$ cat config.mk
export PLATFORM = sky130hd
export DESIGN_NAME = multicycle_ctrl_flat
export DESIGN_NICKNAME = d
export VERILOG_FILES = /design/src/rtl/multicycle_ctrl_pkg.sv /design/src/rtl/multicycle_ctrl_if.sv /design/src/rtl/multicycle_ctrl_wait_timer.sv /design/src/rtl/multicycle_ctrl.sv /design/src/flat_wrapper.sv
export SDC_FILE = /design/constraint.sdc
export NUM_CORES = 1
export LEC_CHECK = 0
export CAP_MARGIN = 20
export CORE_AREA = 5 5 42 44
export DETAILED_ROUTE_END_ITERATION = 6
export DIE_AREA = 0 0 47 49
export PLACE_DENSITY = 0.79
export RECOVER_POWER = 50
export SYNTH_ARGS = -nofsm -noshare
export SYNTH_HDL_FRONTEND = slang
export SYNTH_SLANG_ARGS = --single-unit
$ cat constraint.sdc
create_clock -name clk -period 4 [get_ports clk]
set_clock_uncertainty 0.15 [all_clocks]
set_input_delay 0.8 -clock clk [delete_from_list [all_inputs] [get_ports clk]]
set_output_delay 0.8 -clock clk [all_outputs]
set_load 0.1 [all_outputs]
$ cat src/rtl/multicycle_ctrl_pkg.sv
// Shared definitions for the multicycle controller.
//   - 3-bit state encoding (FETCH..HALT)
//   - 4-bit opcode constants and a legality check
//   - select values for the datapath's 2:1 muxes
//   - ctrl_t: bundle of the controller's strobes/selects
package multicycle_ctrl_pkg;

  localparam logic [2:0] ST_FETCH  = 3'd0;
  localparam logic [2:0] ST_DECODE = 3'd1;
  localparam logic [2:0] ST_EXEC   = 3'd2;
  localparam logic [2:0] ST_MEM    = 3'd3;
  localparam logic [2:0] ST_WB     = 3'd4;
  localparam logic [2:0] ST_HALT   = 3'd5;

  localparam logic [3:0] OP_ADD  = 4'b0000;
  localparam logic [3:0] OP_SUB  = 4'b0001;
  localparam logic [3:0] OP_ADDI = 4'b0010;
  localparam logic [3:0] OP_LW   = 4'b0100;
  localparam logic [3:0] OP_SW   = 4'b0101;
  localparam logic [3:0] OP_BEQ  = 4'b1000;
  localparam logic [3:0] OP_JMP  = 4'b1100;
  localparam logic [3:0] OP_HALT = 4'b1111;

  localparam logic SEL_REG = 1'b0;  // operand B: rt register
  localparam logic SEL_IMM = 1'b1;  // operand B: sign-extended immediate
  localparam logic SEL_ALU = 1'b0;  // writeback: ALU result
  localparam logic SEL_MEM = 1'b1;  // writeback: memory data
  localparam logic SEL_PC1 = 1'b0;  // next PC: PC+1
  localparam logic SEL_TGT = 1'b1;  // next PC: branch/jump target

  typedef struct packed {
    logic ir_load;
    logic pc_load;
    logic pc_sel;
    logic alu_b_sel;
    logic wb_sel;
    logic reg_write;
    logic mem_read;
    logic mem_write;
    logic halted;
  } ctrl_t;

  function automatic logic is_legal(input logic [3:0] op);
    case (op)
      OP_ADD, OP_SUB, OP_ADDI, OP_LW, OP_SW,
      OP_BEQ, OP_JMP, OP_HALT: is_legal = 1'b1;
      default:                 is_legal = 1'b0;
    endcase
  endfunction

endpackage

$ cat src/rtl/multicycle_ctrl_if.sv
// Controller <-> datapath bundle.
//   master: the controller (takes opcode/zero/mem_ready, drives strobes/selects/status)
//   slave : the datapath side
interface multicycle_ctrl_if;
  logic [3:0] opcode;
  logic       zero;
  logic       mem_ready;
  logic       ir_load;
  logic       pc_load;
  logic       pc_sel;
  logic       alu_b_sel;
  logic       wb_sel;
  logic       reg_write;
  logic       mem_read;
  logic       mem_write;
  logic       halted;
  logic       fault;

  modport master (
    input  opcode, zero, mem_ready,
    output ir_load, pc_load, pc_sel, alu_b_sel, wb_sel,
           reg_write, mem_read, mem_write, halted, fault
  );

  modport slave (
    output opcode, zero, mem_ready,
    input  ir_load, pc_load, pc_sel, alu_b_sel, wb_sel,
           reg_write, mem_read, mem_write, halted, fault
  );
endinterface

$ cat src/rtl/multicycle_ctrl_wait_timer.sv
// mc_wait_timer: stall counter for memory accesses.
//   clk, clear : clock / synchronous active-high reset
//   stall      : controller is in FETCH or MEM without mem_ready
//   timeout    : this stalled cycle is the TIMEOUT-th one
// The count returns to zero on any non-stalled cycle (i.e. state exit)
// and on the timeout edge, which also leaves the state.
module mc_wait_timer #(
  parameter int TIMEOUT = 15
) (
  input  logic clk,
  input  logic clear,
  input  logic stall,
  output logic timeout
);
  logic [7:0] cnt_q;

  assign timeout = stall && (cnt_q == 8'(TIMEOUT - 1));

  always_ff @(posedge clk) begin
    if (clear || !stall || timeout) cnt_q <= 8'd0;
    else                            cnt_q <= cnt_q + 8'd1;
  end
endmodule

$ cat src/rtl/multicycle_ctrl.sv
// multicycle_ctrl: FETCH/DECODE/EXEC/MEM/WB sequencer for the term-project
// datapath. Drives the 2:1 mux selects, PC/IR/register/memory enables.
//   clk, clear : clock / synchronous active-high reset (forces outputs to 0)
//   bus        : multicycle_ctrl_if.master (opcode, zero, mem_ready in;
//                strobes, selects, halted, fault out)
// Optional: MULTICYCLE_CTRL_MEM_WAIT_EN makes FETCH/MEM wait on mem_ready
// with a TIMEOUT-cycle fault; otherwise every access completes in one cycle.
module multicycle_ctrl
  import multicycle_ctrl_pkg::*;
#(
  parameter int TIMEOUT = 15
) (
  input  logic               clk,
  input  logic               clear,
  multicycle_ctrl_if.master  bus
);
  logic [2:0] state_q, state_d;
  logic [3:0] op_q;
  logic       fault_q, fault_set;
  logic       done, tmo;
  ctrl_t      c;

`ifdef MULTICYCLE_CTRL_MEM_WAIT_EN
  logic stall;
  assign stall = ((state_q == ST_FETCH) || (state_q == ST_MEM)) && !bus.mem_ready;
  assign done  = bus.mem_ready;  // ready beats a coincident timeout
  mc_wait_timer #(.TIMEOUT(TIMEOUT)) u_wait (
    .clk     (clk),
    .clear   (clear),
    .stall   (stall),
    .timeout (tmo)
  );
`else
  logic unused_ok;
  assign unused_ok = ^{bus.mem_ready, 8'(TIMEOUT)};
  assign done      = 1'b1;
  assign tmo       = 1'b0;
`endif

  // Next state. DECODE looks at the live opcode; later states use op_q.
  always_comb begin
    state_d   = state_q;
    fault_set = 1'b0;
    case (state_q)
      ST_FETCH: begin
        if (done)     state_d = ST_DECODE;
        else if (tmo) begin state_d = ST_HALT; fault_set = 1'b1; end
      end
      ST_DECODE: begin
        if (bus.opcode == OP_HALT)   state_d = ST_HALT;
        else if (!is_legal(bus.opcode)) begin state_d = ST_HALT; fault_set = 1'b1; end
        else                         state_d = ST_EXEC;
      end
      ST_EXEC: begin
        case (op_q)
          OP_ADD, OP_SUB, OP_ADDI: state_d = ST_WB;
          OP_LW, OP_SW:            state_d = ST_MEM;
          default:                 state_d = ST_FETCH;
        endcase
      end
      ST_MEM: begin
        if (done)     state_d = (op_q == OP_LW) ? ST_WB : ST_FETCH;
        else if (tmo) begin state_d = ST_HALT; fault_set = 1'b1; end
      end
      ST_WB:   state_d = ST_FETCH;
      ST_HALT: state_d = ST_HALT;
      default: state_d = ST_FETCH;
    endcase
  end

  always_ff @(posedge clk) begin
    if (clear) begin
      state_q <= ST_FETCH;
      op_q    <= 4'd0;
      fault_q <= 1'b0;
    end else begin
      state_q <= state_d;
      if (state_q == ST_DECODE) op_q <= bus.opcode;
      if (fault_set)            fault_q <= 1'b1;
    end
  end

  // Output decode. clear dominates so nothing fires (or goes X) during reset.
  always_comb begin
    c = '0;
    if (!clear) begin
      case (state_q)
        ST_FETCH: begin
          c.mem_read = 1'b1;
          c.ir_load  = done;
          c.pc_load  = done;
          c.pc_sel   = SEL_PC1;
        end
        ST_EXEC: begin
          case (op_q)
            OP_ADDI, OP_LW, OP_SW: c.alu_b_sel = SEL_IMM;
            OP_BEQ: begin
              c.alu_b_sel = SEL_REG;
              c.pc_sel    = SEL_TGT;
              c.pc_load   = bus.zero;
            end
            OP_JMP: begin
              c.pc_sel  = SEL_TGT;
              c.pc_load = 1'b1;
            end
            default: c.alu_b_sel = SEL_REG;
          endcase
        end
        ST_MEM: begin
          c.mem_read  = (op_q == OP_LW);
          c.mem_write = (op_q == OP_SW);
        end
        ST_WB: begin
          c.reg_write = 1'b1;
          c.wb_sel    = (op_q == OP_LW) ? SEL_MEM : SEL_ALU;
        end
        ST_HALT: c.halted = 1'b1;
        default: c = '0;
      endcase
    end
  end

  assign bus.ir_load   = c.ir_load;
  assign bus.pc_load   = c.pc_load;
  assign bus.pc_sel    = c.pc_sel;
  assign bus.alu_b_sel = c.alu_b_sel;
  assign bus.wb_sel    = c.wb_sel;
  assign bus.reg_write = c.reg_write;
  assign bus.mem_read  = c.mem_read;
  assign bus.mem_write = c.mem_write;
  assign bus.halted    = c.halted;
  assign bus.fault     = fault_q && !clear;
endmodule

$ cat src/flat_wrapper.sv
// flat-port wrapper written by rule: the top's interface ports become plain ports
module multicycle_ctrl_flat import multicycle_ctrl_pkg::*;
#(
  parameter int TIMEOUT = 15
)
  (clk, clear, bus_opcode, bus_zero, bus_mem_ready, bus_ir_load, bus_pc_load, bus_pc_sel, bus_alu_b_sel, bus_wb_sel, bus_reg_write, bus_mem_read, bus_mem_write, bus_halted, bus_fault);
  multicycle_ctrl_if bus_i ();
  input  logic clk;
  input  logic clear;
  input wire logic [$bits(bus_i.opcode)-1:0] bus_opcode;
  input wire logic [$bits(bus_i.zero)-1:0] bus_zero;
  input wire logic [$bits(bus_i.mem_ready)-1:0] bus_mem_ready;
  output wire logic [$bits(bus_i.ir_load)-1:0] bus_ir_load;
  output wire logic [$bits(bus_i.pc_load)-1:0] bus_pc_load;
  output wire logic [$bits(bus_i.pc_sel)-1:0] bus_pc_sel;
  output wire logic [$bits(bus_i.alu_b_sel)-1:0] bus_alu_b_sel;
  output wire logic [$bits(bus_i.wb_sel)-1:0] bus_wb_sel;
  output wire logic [$bits(bus_i.reg_write)-1:0] bus_reg_write;
  output wire logic [$bits(bus_i.mem_read)-1:0] bus_mem_read;
  output wire logic [$bits(bus_i.mem_write)-1:0] bus_mem_write;
  output wire logic [$bits(bus_i.halted)-1:0] bus_halted;
  output wire logic [$bits(bus_i.fault)-1:0] bus_fault;
  assign bus_i.opcode = bus_opcode;
  assign bus_i.zero = bus_zero;
  assign bus_i.mem_ready = bus_mem_ready;
  assign bus_ir_load = bus_i.ir_load;
  assign bus_pc_load = bus_i.pc_load;
  assign bus_pc_sel = bus_i.pc_sel;
  assign bus_alu_b_sel = bus_i.alu_b_sel;
  assign bus_wb_sel = bus_i.wb_sel;
  assign bus_reg_write = bus_i.reg_write;
  assign bus_mem_read = bus_i.mem_read;
  assign bus_mem_write = bus_i.mem_write;
  assign bus_halted = bus_i.halted;
  assign bus_fault = bus_i.fault;
  multicycle_ctrl #(.TIMEOUT(TIMEOUT)) u_core (.clk(clk), .clear(clear), .bus(bus_i));
endmodule
==> results.toml <==
[outcome]
outcome = "finished, final reports clean"

[critical_path]
crit_type = "in -> out"
worstPathRequired_ps = 3050
cp.arrival_ps = 2560
setup.worst_path.start_class = "primary input"
end_kind = "output pin"
critPathMaxFanout = 8

[layout]
syn2layout_area_growth_pct = 36.0
multiInputGateArea_um2 = 428
num-fill-cells = 137
drive_gt1_share_pct = 22.0
register_area_um2 = 160
nets = 104
diodes = 0

[die]
fp.dieW_um = 47
core_area_um2 = 1400
die_area_um2 = 2300
num_io_pins = 18
dieHeight_um = 49
start_util_pct = 44.2
num_rows = 14

[synthesis]
synth_compound_area_share_pct = 18.6
synth-simple-area-share_pct = 31.3
synth_top_family_by_area = "simple AND/OR/NAND/NOR gates"
syn_nets = 87
synthMuxAreaShare_pct = 10.1
synth_fa_ha_area_share_pct = 6.06
syn_area_per_cell_um2 = 8.15
syn-cell-area_um2 = 619
synth-seq-cells = 8
synthCells = 76
synthDistinctLibCells = 34
synth_xor_area_share_pct = 0
yosysWarnings = 0
seq_area_frac_synth_pct = 25.9

[placed_design]
io_buffers = 16
place_hpwl_um = 1090
pre_cts_ws_ps = 800
place_congestion = 0.750

[global_routing]
overflow = 0
grt_usage_pct = 12.7
grt_pass1_wl_um = 2240
grt_pass1_vias = 553
grt_antenna_before_repair = 0
grt_max_degree = 14

[power_and_ir_drop]
p_leak_nw = 0.350
vdd_ir_drop_max_v = 0.000283
powerDensity_nw_per_um2 = 474

[drt]
drt-initial-drc-count = 7
wl_per_cell_um = 12.9
post-route-drc-count = 0
routed_wl_um = 1380
via_per_inst = 5.68
dr.pass1.iters = 4
postRouteAntennaNets = 0
vias = 608

[flow_run]
maxCapViolCount = 0

[sta]
setup_tns_ps = 0
worst_slack_ps = 493
grt_setup_unrepaired = "no"
fmax_mhz = 285
fin_crit_ps = 3510
tightest_slew_ps = 1160
setup_viol = 0
fin_crit_sh_pct = 87.7
finalMaxSlewViolations = 0
timing.slew.headroom_pct = 22.7
hold_violations = 0

[cts]
numCtsBuffers = 3
clockBufferDepth = 2
cts.sinks = 8
cts_tree = "yes"
cts.repair.resized = 0
clk_pin_slew_ps = 50
clock_latency_ps = 250
root_buffer = "clkbuf_4"
cts_setup_buffers = 0
cts_hold_buf = 0
htree_levels = 1

[hold_path]
min_path_type = "reg -> reg"
-- layer usage --
| layer | global-route usage, % | vias to the layer above | share of wire (%) | wire [µm] |
|---|---|---|---|---|
| li1 | - | 306 | - | - |
| met1 | 15.0 | 283 | 42 | 584 |
| met2 | 21.3 | 17 | 49 | 681 |
| met3 | 2.21 | 2 | 6.8 | 93 |
| met4 | 5.53 | 0 | 1.3 | 18 |
| met5 | 0 | - | 0 | 0 |
-- synthesized netlist by cell type, drive strengths merged --
cell type / number / area (µm²)
and3: 2 / 12.5
nand2: 3 / 11.3
nand4: 1 / 6.26
nor3b: 3 / 27.5
dfxtp: 8 / 160
and4bb: 1 / 12.5
nor2b: 1 / 6.26
a21o: 1 / 7.51
nor4b: 1 / 8.76
o21ai: 2 / 13.8
ha: 3 / 37.5
o32ai: 1 / 8.76
nor2: 12 / 45.0
o2111ai: 1 / 8.76
mux4: 1 / 22.5
o211a: 1 / 10.0
a311o: 1 / 10.0
or3b: 1 / 11.3
nand3: 2 / 10.0
a211oi: 1 / 7.51
a21oi: 1 / 5.00
o21a: 3 / 22.5
a2111o: 1 / 11.3
nor3: 1 / 5.00
mux2i: 4 / 40.0
nor4: 3 / 18.8
buf: 2 / 12.5
inv: 7 / 26.3
nand2b: 3 / 18.8
a41o: 1 / 10.0
clkbuf: 3 / 11.3
-- worst paths after layout --
kind	slack [ps]	from	endpoint	cells after the start
setup / recovery	490	clear	bus_ir_load	3
hold / removal	430	u_core.op_q[3]$_SDFFE_PP0N_	u_core.op_q[3]$_SDFFE_PP0N_	2
setup reg to reg	2300	u_core.state_q[0]$_SDFF_PP0_	u_core.op_q[3]$_SDFFE_PP0N_	3
hold reg to reg	430	u_core.op_q[3]$_SDFFE_PP0N_	u_core.op_q[3]$_SDFFE_PP0N_	2
-- cells in the final DEF (no fill, tap or decap) --
cell and instances:
a2111o_1 1, a211oi_1 1, a21o_1 1, a21oi_1 1, a311o_1 1, a41o_1 1, and3_1 2, and4bb_2 1
buf_12 4, buf_4 5, clkbuf_1 2, clkbuf_4 3, clkdlybuf4s50_1 4, dfxtp_1 8, dlygate4sd3_1 2, ha_1 3
inv_1 7, mux2i_1 4, mux4_2 1, nand2_1 3, nand2b_1 3, nand3_1 2, nand4_1 1, nor2_1 12
nor2b_1 1, nor3_1 1, nor3b_1 2, nor3b_2 1, nor4_2 3, nor4b_1 1, o2111ai_1 1, o211a_1 1
o21a_1 3, o21ai_0 1, o21ai_2 1, o32ai_1 1, or3b_4 1
-- layout make-up --
type	count	area share (%)
Timing Repair Buffer	17	22.0
Inverter	7	3.12
Multi-Input combinational cell	56	50.8
Tap cell	16	2.38
Sequential cell	8	19.0
Clock buffer	3	2.67
-- state kept, by name, summed over array words and instances (netlist names) --
signal,cells
u_core.op_q,4
u_core.state_q,3
u_core.fault_q,1
-- worst max-delay path, stage by stage --
cell	delay [ps]
dlygate4sd3_1	660
nor4_2	200
clkbuf_1	890
-- metrics by stage --
step | cell area, µm² | hold WS, ps | total power [mW] | cells | util, %
floorplan | 638 | 382 | 0.294 | 76 | -
global placement | 827 | 410 | 0.339 | 104 | 59.0
detailed placement | 827 | 420 | 0.344 | 104 | 59.0
CTS | 850 | 436 | 0.406 | 107 | 60.6
global route | 842 | 475 | 0.424 | 107 | 60.1
finish | 842 | 431 | 0.399 | 107 | 60.1
-- power by group --
group	total [mW]	leakage (nW)	internal, mW	switching [mW]
Combinational	0.208	0.271	0.0730	0.135
Clock	0.0603	0.0138	0.0342	0.0260
Sequential	0.131	0.0658	0.0963	0.0348
-- cell families after synthesis --
| group | count (synthesis) |
|---|---|
| buffers and inverters | 12 |
| adders and majority gates | 3 |
| muxes | 5 |
| DFF | 8 |
| AOI/OAI and AO/OA | 14 |
| and+or+nand+nor | 34 |
No activity file was read; power rests on OpenSTA's default activity.
==> RTL edit: new RTL, config.mk and constraints unchanged <==
Put a register stage on the output `bus.fault`. The value now appears one clock later.
--- a/src/rtl/multicycle_ctrl.sv
+++ b/src/rtl/multicycle_ctrl.sv
@@ -129,6 +129,8 @@
   assign bus.mem_read  = c.mem_read;
   assign bus.mem_write = c.mem_write;
   assign bus.halted    = c.halted;
-  assign bus.fault     = fault_q && !clear;
+  always_ff @(posedge clk) begin
+    bus.fault <= fault_q && !clear;
+  end
 endmodule
 
Function: changed (Yosys sat finds a counterexample within 4 cycles, from zero or initial values).
==> RTL edit against the original RTL <==
Routed wire length is 2.3% higher. Via count is 0.99% higher. Final area is 4.9% higher. Non-clock buffer count stayed put. Fmax is 5.3% higher. Setup slack better by 180 ps. Synthesized area is 3.6% higher. Sequential cell count is 1 higher. Total power is 5.1% higher. Hold slack worse by 130 ps. Critical path type unchanged.
==> RTL edit: results (changes against the original RTL) <==
Clocking
  – Clock buffers created by TritonCTS: 3 (unchanged)
  – Number of cells upsized or downsized after cts: 0 (unchanged)
  – Insertion delay of the later-clocked pin in the worst-skew pair: 260 ps
  – CTS clk-pin slew, worst paths: roughly 60 ps

Synth
  – Share of synthesized area spent on multiplexers: 11.5% (+1.4 points)
  – Most used standard cells in the synthesized netlist: 9 x sky130_fd_sc_hd__dfxtp_1, 8 x sky130_fd_sc_hd__nor2_1, 6 x sky130_fd_sc_hd__inv_1
  – Synth area leaders: sky130_fd_sc_hd__dfxtp_1 28%, sky130_fd_sc_hd__mux2i_1 6.2%, sky130_fd_sc_hd__ha_1 5.8%
  – Share of the synthesized area in compound gates (AO/OA/AOI/OAI): 15.4% (-3.2 points)
  – Fraction of the mapped netlist area in adder cells: 5.85% (-0.21 points)
  – Async set or reset register ratio after synthesis: 0% (unchanged)
  – Sequential area share after synthesis: 28.1% (+2.2 points)
  – Warnings from Yosys: 0 (unchanged)
  – Synthesized-area fraction occupied by xor and xnor cells: 0% (unchanged)
  – Number of different library cells in the post-synthesis netlist: 30 (-12%)

GRT
  – Wire length of the first global-routing pass: 2420 um (+8.0%)
  – Number of global-route vias before repair: 571 (+3.3%)
  – Initial antenna violation count: 0 (unchanged)
  – GRT Util Overall: 14.2% (+1.6 points)
  – Pin count of the biggest net entering global routing: 15 (+1)

Critical path
  – Worst-path cell with the longest stage delay: sky130_fd_sc_hd__clkdlybuf4s50_1
  – Worst Path Max Fanout: 14 (+6)
  – Setup slack of the worst register-to-register path: 2280 ps (-20 ps)
  – Capturing element of the worst setup path: bus_wb_sel
  – Largest stage delay, worst path: 410 ps (-480 ps)
  – Reg2reg end: u_core.fault_q
  – Worst Reg-to-Reg Cells: 2 (-1)
  – Worst R2R Start: u_core.state_q[0]
  – Arrival @ worst endpoint: 2380 ps (-180 ps)
  – Crit path max-delay family: buffers and inverters
  – Worst setup path class: input pin to primary output
  – First element of the critical path: clear

STA
  – Clock period minus final worst setup slack: 3330 ps (-176 ps)
  – Worst slew margin relative to its limit: 35.5% (+13 points)

Cells and area
  – Layout net count: 104 (unchanged)
  – Biggest regs: u_core.op_q x4, u_core.state_q x3
  – Inserted Diodes: 0 (unchanged)
  – Layout filler cell count: 132 (-3.6%)
  – Share of post-route cells with drive strength above 1: 20.7% (-1.3 points)

Routing
  – Routed via count divided by cell count: 5.69 (about the same)
  – Iteration-0 DRC count of the detailed router: 6 (-1)
  – Wire length per cell: 13.0 um (+1.3%)
  – First-pass iteration count of the detailed router: 4 (unchanged)

Power and ir drop
  – LEAKAGE: 0.388 nW (+11%)
  – Maximum resistive drop on vdd: 0.233 mV (-18%)
  – Net Sw Power: 0.199 mW (+1.9%)

Placed design
  – Final Wtd Congestion: 0.788 (+5.1%)
  – Half-perimeter wire length after placement: 1080 um (-1.6%)
  – Post-placement cell area: 868 sq um (+5.0%)
  – Port Buffer Count: 16 (unchanged)

Min path
  – Hold/Removal Path Class: register to register

Outcome
  – Status: complete, no violations
RTL edit: cell families after synthesis:
kind of cell             count (synthesis)
AO/OA/AOI/OAI                           13
adder cells (fa/ha/maj)                  3
buffers and inverters                   12
flip-flops                               9
multiplexers                             6
AND/OR/NAND/NOR                         33
RTL edit: area by class of cell:
cell class | count | area share [%]
clock buffer | 4 | 2.97
inverter | 7 | 2.97
multi-input combinational | 55 | 48.3
sequential | 9 | 20.4
tap | 16 | 2.27
timing repair buffer | 17 | 23.1
RTL edit: worst min-delay path by stage:
stage | startpoint | end | slack, ps | cells past startpoint
global route | u_core.fault_q | u_core.bus.fault | 330 | 2
finish | u_core.fault_q | u_core.bus.fault | 300 | 2
global placement | u_core.fault_q | u_core.bus.fault | 290 | 2
CTS | u_core.fault_q | u_core.fault_q | 320 | 2
floorplan | u_core.fault_q | u_core.fault_q | 280 | 2
detailed placement | u_core.fault_q | u_core.fault_q | 300 | 2
RTL edit: stage by stage:
step / util (%) / instances / worst slack [ps] / hold slack (ps)
floorplan: - / 76 / 63.8 / 281
global route: 63.0 / 108 / 485 / 334
global placement: 62.0 / 104 / 881 / 294
CTS: 63.8 / 108 / 858 / 318
detailed placement: 62.0 / 104 / 868 / 302
finish: 63.0 / 108 / 669 / 304
RTL edit: worst register-to-register path, cell delays in order, from the launching register on:
cell	delay (ps)
sky130_fd_sc_hd__dfxtp_1	570
sky130_fd_sc_hd__or3b_1	540
sky130_fd_sc_hd__o41ai_1	360
RTL edit: power groups by stage:
stage | clock (mW) | combinational [mW] | sequential [mW]
final | 0.0703 | 0.206 | 0.143
after global routing | 0.0787 | 0.219 | 0.148
after CTS | 0.0722 | 0.209 | 0.142
after detailed placement | 0 | 0.209 | 0.144
after global placement | 0 | 0.206 | 0.144
after floorplan | 0 | 0.172 | 0.130
RTL edit: metal layers:
layer | global-route usage [%] | up-vias | wire length (um)
li1 | - | 308 | -
met1 | 18.5 | 284 | 606
met2 | 20.4 | 17 | 663
met3 | 2.21 | 5 | 89
met4 | 10.1 | 0 | 48
met5 | 0 | - | 0
